$ cat src/rtl/insn_decoder_pkg.sv
// Shared instruction definitions for the fetch/decode boundary.
// Holds the instruction and address widths, the field layout (opcode at the top,
// then rd, then rs, then the immediate), and the decoded-field record.
// decode_insn() slices an instruction into that record.
package insn_decoder_pkg;

    localparam int LEN_INSN      = 32;
    localparam int MEM_INSN_ADDR = 10;
    localparam int LEN_OPCODE    = 6;
    localparam int LEN_REG       = 5;
    localparam int NUM_OPCODES   = 40;

    // Derived from the widths above; not meant to be overridden.
    localparam int LEN_IMM = LEN_INSN - LEN_OPCODE - 2 * LEN_REG;
    localparam int OPC_LSB = LEN_INSN - LEN_OPCODE;
    localparam int RD_LSB  = OPC_LSB - LEN_REG;
    localparam int RS_LSB  = RD_LSB - LEN_REG;

    // Named opcodes; any value >= NUM_OPCODES is illegal.
    typedef enum logic [LEN_OPCODE-1:0] {
        OP_NOP  = 6'd0,
        OP_ADD  = 6'd1,
        OP_SUB  = 6'd2,
        OP_ADDI = 6'd3,
        OP_LD   = 6'd8,
        OP_ST   = 6'd9,
        OP_BEQ  = 6'd16,
        OP_JMP  = 6'd24,
        OP_HALT = 6'd39
    } opcode_e;

    typedef enum logic [1:0] {
        SKID_EMPTY = 2'd0,
        SKID_ONE   = 2'd1,
        SKID_FULL  = 2'd2
    } skid_state_e;

    typedef struct packed {
        logic [LEN_OPCODE-1:0] opcode;
        logic [LEN_REG-1:0]    rd;
        logic [LEN_REG-1:0]    rs;
        logic [LEN_IMM-1:0]    imm;
        logic                  illegal;
    } dec_fields_t;

    localparam int DEC_W = LEN_OPCODE + 2 * LEN_REG + LEN_IMM + 1;

    function automatic dec_fields_t decode_insn(input logic [LEN_INSN-1:0] insn);
        dec_fields_t d;
        d.opcode  = insn[OPC_LSB +: LEN_OPCODE];
        d.rd      = insn[RD_LSB +: LEN_REG];
        d.rs      = insn[RS_LSB +: LEN_REG];
        d.imm     = insn[LEN_IMM-1:0];
        d.illegal = (d.opcode >= LEN_OPCODE'(NUM_OPCODES));
        return d;
    endfunction

endpackage

$ cat src/rtl/insn_decoder_if.sv
// Handshake buses around the decoder.
//   insn_fetch_if  : fetch -> decoder, {insn, addr} beats, valid/stall.
//                    master = fetch unit, slave = decoder.
//   insn_decode_if : decoder -> execute, raw beat plus decoded fields, valid/stall.
//                    master = decoder, slave = execute stage.
interface insn_fetch_if;
    import insn_decoder_pkg::*;

    logic                     valid;
    logic                     stall;
    logic [LEN_INSN-1:0]      insn;
    logic [MEM_INSN_ADDR-1:0] addr;

    modport master (output valid, output insn, output addr, input stall);
    modport slave  (input valid, input insn, input addr, output stall);
endinterface

interface insn_decode_if;
    import insn_decoder_pkg::*;

    logic                     valid;
    logic                     stall;
    logic [LEN_INSN-1:0]      insn;
    logic [MEM_INSN_ADDR-1:0] addr;
    logic [LEN_OPCODE-1:0]    opcode;
    logic [LEN_REG-1:0]       rd;
    logic [LEN_REG-1:0]       rs;
    logic [LEN_IMM-1:0]       imm;
    logic                     illegal;

    modport master (output valid, output insn, output addr, output opcode, output rd,
                    output rs, output imm, output illegal, input stall);
    modport slave  (input valid, input insn, input addr, input opcode, input rd,
                    input rs, input imm, input illegal, output stall);
endinterface

$ cat src/rtl/insn_skid_buffer.sv
// Two-entry skid buffer with registered stall and registered output beat.
// Ports:
//   clk, rst            clock; asynchronous active-low reset
//   flush_i             synchronous discard of everything held
//   in_valid/in_stall   upstream handshake (in_stall is a register)
//   in_data             upstream payload, sampled only on accept
//   out_valid/out_stall downstream handshake
//   out_data            payload of the presented (main) entry
//
// state      | meaning
// -----------+--------------------------------------------------
// SKID_EMPTY | nothing held, out_valid=0, in_stall=0
// SKID_ONE   | main entry holds the presented beat
// SKID_FULL  | main presented, skid holds overflow, in_stall=1
module insn_skid_buffer
    import insn_decoder_pkg::*;
#(
    parameter int WIDTH = 8
) (
    input  logic             clk,
    input  logic             rst,
    input  logic             flush_i,
    input  logic             in_valid,
    output logic             in_stall,
    input  logic [WIDTH-1:0] in_data,
    output logic             out_valid,
    input  logic             out_stall,
    output logic [WIDTH-1:0] out_data
);

    skid_state_e      state;
    logic [WIDTH-1:0] skid_q;
    logic             accept;
    logic             consume;

    assign accept  = in_valid & ~in_stall;
    assign consume = out_valid & ~out_stall;

    always_ff @(posedge clk or negedge rst) begin
        if (!rst) begin
            state     <= SKID_EMPTY;
            out_valid <= 1'b0;
            in_stall  <= 1'b0;
            out_data  <= '0;
            skid_q    <= '0;
        end else if (flush_i) begin
            // Flush wins over any accept/consume on the same edge.
            state     <= SKID_EMPTY;
            out_valid <= 1'b0;
            in_stall  <= 1'b0;
        end else begin
            case (state)
                SKID_EMPTY: begin
                    if (accept) begin
                        out_data  <= in_data;
                        out_valid <= 1'b1;
                        state     <= SKID_ONE;
                    end
                end
                SKID_ONE: begin
                    if (accept && consume) begin
                        out_data <= in_data;
                    end else if (consume) begin
                        out_valid <= 1'b0;
                        state     <= SKID_EMPTY;
                    end else if (accept) begin
                        skid_q   <= in_data;
                        in_stall <= 1'b1;
                        state    <= SKID_FULL;
                    end
                end
                SKID_FULL: begin
                    // in_stall is high here, so accept cannot occur.
                    if (consume) begin
                        out_data <= skid_q;
                        in_stall <= 1'b0;
                        state    <= SKID_ONE;
                    end
                end
                default: begin
                    state     <= SKID_EMPTY;
                    out_valid <= 1'b0;
                    in_stall  <= 1'b0;
                end
            endcase
        end
    end

endmodule

$ cat src/rtl/insn_decoder.sv
// Consumer end of the instruction fetch bus. Buffers beats in a 2-entry skid
// buffer so the upstream stall is registered, and presents each beat to the
// execute stage together with its decoded fields.
// Ports:
//   clk      clock
//   rst      asynchronous active-low reset
//   flush_i  synchronous discard of all buffered beats
//   fetch    insn_fetch_if.slave  : valid/stall/insn/addr from fetch
//   dec      insn_decode_if.master: valid/stall, raw beat, opcode/rd/rs/imm/illegal
module insn_decoder
    import insn_decoder_pkg::*;
(
    input  logic          clk,
    input  logic          rst,
    input  logic          flush_i,
    insn_fetch_if.slave   fetch,
    insn_decode_if.master dec
);

    localparam int PAYLOAD_W = DEC_W + LEN_INSN + MEM_INSN_ADDR;

    dec_fields_t              fields_in;
    dec_fields_t              fields_out;
    logic [PAYLOAD_W-1:0]     pl_in;
    logic [PAYLOAD_W-1:0]     pl_out;
    logic                     stall_q;
    logic                     valid_q;
    logic [LEN_INSN-1:0]      insn_q;
    logic [MEM_INSN_ADDR-1:0] addr_q;

    // Decode at the input so the fields are stored with the beat rather than
    // recomputed from the held instruction on the output side.
    assign fields_in = decode_insn(fetch.insn);
    assign pl_in     = {fields_in, fetch.insn, fetch.addr};

    insn_skid_buffer #(
        .WIDTH (PAYLOAD_W)
    ) u_skid (
        .clk       (clk),
        .rst       (rst),
        .flush_i   (flush_i),
        .in_valid  (fetch.valid),
        .in_stall  (stall_q),
        .in_data   (pl_in),
        .out_valid (valid_q),
        .out_stall (dec.stall),
        .out_data  (pl_out)
    );

    assign {fields_out, insn_q, addr_q} = pl_out;

    assign fetch.stall = stall_q;
    assign dec.valid   = valid_q;
    assign dec.insn    = insn_q;
    assign dec.addr    = addr_q;
    assign dec.opcode  = fields_out.opcode;
    assign dec.rd      = fields_out.rd;
    assign dec.rs      = fields_out.rs;
    assign dec.imm     = fields_out.imm;
    assign dec.illegal = fields_out.illegal;

endmodule

$ cat src/flat_wrapper.sv
// flat-port wrapper written by rule: the top's interface ports become plain ports
module insn_decoder_flat import insn_decoder_pkg::*;
  (clk, rst, flush_i, fetch_valid, fetch_insn, fetch_addr, fetch_stall, dec_valid, dec_insn, dec_addr, dec_opcode, dec_rd, dec_rs, dec_imm, dec_illegal, dec_stall);
  insn_fetch_if fetch_i ();
  insn_decode_if dec_i ();
  input  logic clk;
  input  logic rst;
  input  logic flush_i;
  input wire logic [$bits(fetch_i.valid)-1:0] fetch_valid;
  input wire logic [$bits(fetch_i.insn)-1:0] fetch_insn;
  input wire logic [$bits(fetch_i.addr)-1:0] fetch_addr;
  output wire logic [$bits(fetch_i.stall)-1:0] fetch_stall;
  output wire logic [$bits(dec_i.valid)-1:0] dec_valid;
  output wire logic [$bits(dec_i.insn)-1:0] dec_insn;
  output wire logic [$bits(dec_i.addr)-1:0] dec_addr;
  output wire logic [$bits(dec_i.opcode)-1:0] dec_opcode;
  output wire logic [$bits(dec_i.rd)-1:0] dec_rd;
  output wire logic [$bits(dec_i.rs)-1:0] dec_rs;
  output wire logic [$bits(dec_i.imm)-1:0] dec_imm;
  output wire logic [$bits(dec_i.illegal)-1:0] dec_illegal;
  input wire logic [$bits(dec_i.stall)-1:0] dec_stall;
  assign fetch_i.valid = fetch_valid;
  assign fetch_i.insn = fetch_insn;
  assign fetch_i.addr = fetch_addr;
  assign fetch_stall = fetch_i.stall;
  assign dec_valid = dec_i.valid;
  assign dec_insn = dec_i.insn;
  assign dec_addr = dec_i.addr;
  assign dec_opcode = dec_i.opcode;
  assign dec_rd = dec_i.rd;
  assign dec_rs = dec_i.rs;
  assign dec_imm = dec_i.imm;
  assign dec_illegal = dec_i.illegal;
  assign dec_i.stall = dec_stall;
  insn_decoder u_core (.clk(clk), .rst(rst), .flush_i(flush_i), .fetch(fetch_i), .dec(dec_i));
endmodule
$ cat config.mk
export PLATFORM = sky130hd
export DESIGN_NAME = insn_decoder_flat
export DESIGN_NICKNAME = d
export VERILOG_FILES = /design/src/rtl/insn_decoder_pkg.sv /design/src/rtl/insn_decoder_if.sv /design/src/rtl/insn_skid_buffer.sv /design/src/rtl/insn_decoder.sv /design/src/flat_wrapper.sv
export SDC_FILE = /design/constraint.sdc
export NUM_CORES = 1
export LEC_CHECK = 0
export ABC_AREA = 1
export BUFFER_PORTS_ARGS = -buffer_cell sky130_fd_sc_hd__buf_2
export CELL_PAD_IN_SITES_DETAIL_PLACEMENT = 0
export CELL_PAD_IN_SITES_GLOBAL_PLACEMENT = 1
export CORE_AREA = 2 2 102 114
export DETAILED_ROUTE_END_ITERATION = 10
export DIE_AREA = 0 0 104 116
export PLACE_DENSITY = 0.91
export SLEW_MARGIN = 20
export SYNTH_ARGS = -nofsm -noshare
export SYNTH_HDL_FRONTEND = slang
export SYNTH_SLANG_ARGS = --single-unit
$ cat constraint.sdc
create_clock -name clk -period 2.85 [get_ports clk]
set_input_delay 0.57 -clock clk [delete_from_list [all_inputs] [get_ports clk]]
set_output_delay 0.57 -clock clk [all_outputs]
set_load 0.05 [all_outputs]
==> impl_metrics.prom <==
# TYPE chip_impl_metric gauge
chip_impl_metric{name="post_route_cells_drive_above_1_share",unit="%"} 25.0
chip_impl_metric{name="sequential_cell_area",unit="µm²"} 2250
chip_impl_metric{name="syn_warnings",unit=""} 0
chip_impl_info{name="rsz0062_at_grt",value="no"} 1
chip_impl_metric{name="synth_seq_area_share",unit="%"} 51.6
chip_impl_metric{name="insertion_delay",unit="ns"} 0.33
chip_impl_metric{name="finish.instance_area",unit="µm²"} 5170
chip_impl_metric{name="multiInputGateArea",unit="µm²"} 1490
chip_impl_metric{name="synth.distinct_cells",unit=""} 19
chip_impl_info{name="outcome",value="completed"} 1
chip_impl_info{name="worstSetupStartpoint",value="u_core.u_skid.in_stall"} 1
chip_impl_metric{name="area_growth_syn_to_layout",unit="%"} 18.5
chip_impl_info{name="timing_worst_setup_path_type",value="flop to flop"} 1
chip_impl_metric{name="final_antenna_net_count",unit=""} 0
chip_impl_metric{name="antenna_found_initial",unit=""} 1
chip_impl_info{name="leading_cell_type_in_the_layout_fill_and_taps_excluded",value="sky130_fd_sc_hd__nand2_1"} 1
chip_impl_metric{name="post_synth.cell_area_avg",unit="µm²"} 8.04
chip_impl_metric{name="finClkSkew",unit="ns"} 0.00491
chip_impl_info{name="timing.rr.start",value="u_core.u_skid.in_stall"} 1
chip_impl_metric{name="cts.hold.buffers_added",unit=""} 0
chip_impl_metric{name="number_of_global_route_vias_before_repair",unit=""} 3476
chip_impl_info{name="startpoint_type",value="flop"} 1
chip_impl_metric{name="slew-limit-headroom",unit="%"} 67.9
chip_impl_metric{name="drt-wirelength-per-cell",unit="µm"} 12.4
chip_impl_info{name="layout_common_cells",value="sky130_fd_sc_hd__nand2_1, sky130_fd_sc_hd__buf_2, sky130_fd_sc_hd__dfrtp_1"} 1
chip_impl_metric{name="timing.final.hold_violations",unit=""} 0
chip_impl_metric{name="drt-total-wl",unit="mm"} 9.59
chip_impl_metric{name="cp.required",unit="ns"} 3.07
chip_impl_metric{name="num_io_pins",unit=""} 124
chip_impl_info{name="endpoint_kind",value="flop"} 1
chip_impl_metric{name="drt_first_pass_iters",unit=""} 4
chip_impl_metric{name="report.power.total",unit="mW"} 7.17
chip_impl_metric{name="cp_data_arrival_time",unit="ns"} 1.99
chip_impl_metric{name="area_of_the_core",unit="µm²"} 10800
chip_impl_metric{name="post-route-min-period",unit="ns"} 1.77
chip_impl_metric{name="path_clk_slew",unit="ns"} 0.06
chip_impl_metric{name="netlist_area",unit="µm²"} 4360
chip_impl_metric{name="h-tree-depth",unit=""} 3
chip_impl_metric{name="cts-root-to-sink-buffers",unit=""} 2
chip_impl_metric{name="globalRouteTotalUtil",unit="%"} 16.9
chip_impl_metric{name="port_buffers",unit=""} 123
chip_impl_metric{name="detail_route.vias_per_cell",unit=""} 4.58
chip_impl_metric{name="postCtsSetupBuffers",unit=""} 0
chip_impl_metric{name="synth_largest_type_area_fraction",unit="%"} 51.6
chip_impl_metric{name="placement.cell_area",unit="µm²"} 4820
chip_impl_metric{name="power_density",unit="nW/µm²"} 1390
chip_impl_info{name="clockRootBuffer",value="sky130_fd_sc_hd__clkbuf_16"} 1
chip_impl_metric{name="worst_slew_pin_tran",unit="ns"} 0.481
chip_impl_metric{name="final_net_count",unit=""} 669
chip_impl_metric{name="worst_ir_drop_vdd",unit="mV"} 0.577
chip_impl_metric{name="period_share",unit="%"} 62.1
chip_impl_metric{name="detailed_place_hpwl",unit="mm"} 6.67
chip_impl_metric{name="layout.filler_cells",unit=""} 1090
chip_impl_info{name="yosys-top-cells-area",value="sky130_fd_sc_hd__dfrtp_1, sky130_fd_sc_hd__nand2_1, sky130_fd_sc_hd__o21ai_0, sky130_fd_sc_hd__buf_4, sky130_fd_sc_hd__nand3_1"} 1
chip_impl_metric{name="die_area",unit="µm²"} 12100
chip_impl_metric{name="critical_path_peak_fanout",unit=""} 43
chip_impl_metric{name="drv_cap",unit=""} 0
chip_impl_metric{name="die_h",unit="µm"} 116
chip_impl_metric{name="clkSinkCount",unit=""} 90
chip_impl_metric{name="leakage",unit="nW"} 2.86
chip_impl_metric{name="grt_pass1_wl",unit="mm"} 16.4
chip_impl_metric{name="row_count",unit=""} 40
chip_impl_metric{name="cts-buffers-inserted",unit=""} 9
chip_impl_metric{name="grt_overflow_total",unit=""} 0
chip_impl_metric{name="postSynthRegisterBits",unit=""} 90
chip_impl_metric{name="syn_nets",unit=""} 590
chip_impl_metric{name="postCtsResizedCells",unit=""} 0
chip_impl_metric{name="slew_violations",unit=""} 0
chip_impl_info{name="synth_area_leader_cell",value="sky130_fd_sc_hd__dfrtp_1"} 1
chip_impl_metric{name="setup_violations",unit=""} 0
chip_impl_metric{name="dpl_worst_slack",unit="ns"} 0.829
chip_impl_metric{name="drt_drc_violations_left",unit=""} 0
chip_impl_metric{name="fmaxAchievable",unit="MHz"} 565
chip_impl_metric{name="start_util",unit="%"} 40.4
chip_impl_metric{name="final_sum_of_negative_setup_slack",unit="ns"} 0
chip_impl_info{name="min_path_type",value="input port to async pin"} 1
chip_impl_metric{name="detail_route.iter0.violations",unit=""} 204
chip_impl_metric{name="post_synth_inst_count",unit=""} 543
chip_impl_metric{name="dr_total_vias",unit=""} 3550
chip_impl_metric{name="grt_start_max_net_pins",unit=""} 57
chip_impl_metric{name="die-width",unit="µm"} 104
chip_impl_metric{name="setup_ws",unit="ns"} 1.08
chip_impl_metric{name="routability_congestion",unit=""} 0.760
chip_impl_info{name="cts_tree",value="yes"} 1
synthesized netlist by cell type:
master / count
sky130_fd_sc_hd__buf_2: 13
sky130_fd_sc_hd__buf_4: 38
sky130_fd_sc_hd__buf_6: 4
sky130_fd_sc_hd__clkbuf_1: 7
sky130_fd_sc_hd__dfrtp_1: 90
sky130_fd_sc_hd__inv_1: 50
sky130_fd_sc_hd__inv_2: 4
sky130_fd_sc_hd__nand2_1: 192
sky130_fd_sc_hd__nand2_2: 1
sky130_fd_sc_hd__nand2_4: 1
sky130_fd_sc_hd__nand3_1: 48
sky130_fd_sc_hd__nand3_2: 1
sky130_fd_sc_hd__nand4_1: 1
sky130_fd_sc_hd__nor2_1: 1
sky130_fd_sc_hd__nor2_2: 1
sky130_fd_sc_hd__nor2_4: 2
sky130_fd_sc_hd__o21ai_0: 63
sky130_fd_sc_hd__o21ai_1: 25
sky130_fd_sc_hd__o22ai_4: 1
cell families after synthesis:
group                  synth area share, %
AND/OR/NAND/NOR                       23.5
buffers and inverters                 14.3
flip-flops                            51.6
AO/OA/AOI/OAI                         10.6
critical path, cell delays in order (launching register included):
cell                      delay, ns
sky130_fd_sc_hd__dfrtp_1       0.40
sky130_fd_sc_hd__inv_1         0.06
sky130_fd_sc_hd__nand2_1       0.12
sky130_fd_sc_hd__inv_1         0.10
sky130_fd_sc_hd__o21ai_1       0.07
sky130_fd_sc_hd__nand2_2       0.31
sky130_fd_sc_hd__nand2_4       0.36
sky130_fd_sc_hd__nand2_1       0.16
sky130_fd_sc_hd__nand2_1       0.06
layer usage:
layer  global-route usage, %  vias to the layer above  wire length [µm]
met2                    29.4                       90              4770
met4                    5.86                        2               146
met3                    3.88                       13               484
met5                       0                        -                16
li1                        -                     1829                 -
met1                    20.8                     1616              4170
cell type report:
type                       count  area share, %
sequential                    90           43.5
tap                          147           3.56
antenna                        1         0.0484
clock buffer                  13           5.42
multi-input combinational    337           28.8
inverter                      54           3.92
clock inverter                 3           1.33
timing repair buffer         130           13.4
stage by stage:
stage                     instances  hold WS (ns)  util (%)
after detailed placement        758         0.463      44.6
after CTS                       774         0.195      47.8
after global placement          758         0.457      44.6
after global routing            774         0.219      47.8
final                           775         0.186      47.9
after floorplan                 543         0.274         -
path summary, 6_finish.rpt:
kind | to | slack [ns] | cells past startpoint
min in group clk | u_core.u_skid.skid_q[3] | 0.46 | 3
max in group asynchronous | u_core.u_skid.skid_q[56] | 1.99 | 2
hold reg to reg | u_core.u_skid.out_data[42] | 0.47 | 2
setup / recovery | u_core.u_skid.out_data[72] | 1.08 | 8
setup reg to reg | u_core.u_skid.out_data[72] | 1.08 | 8
hold / removal | u_core.u_skid.skid_q[49] | 0.19 | 1
state kept, by name, summed over array words and instances (netlist names):
signal / count
u_core.u_skid.out_data: 43
u_core.u_skid.skid_q: 43
u_core.u_skid.state: 2
u_core.u_skid.in_stall: 1
u_core.u_skid.out_valid: 1
where the power goes:
part           total (mW)  internal, mW  switching (mW)
registers            2.25          1.88           0.369
logic                3.57         0.770            2.80
clock network        1.35         0.866           0.481
Power figures use the tool's default switching activity.
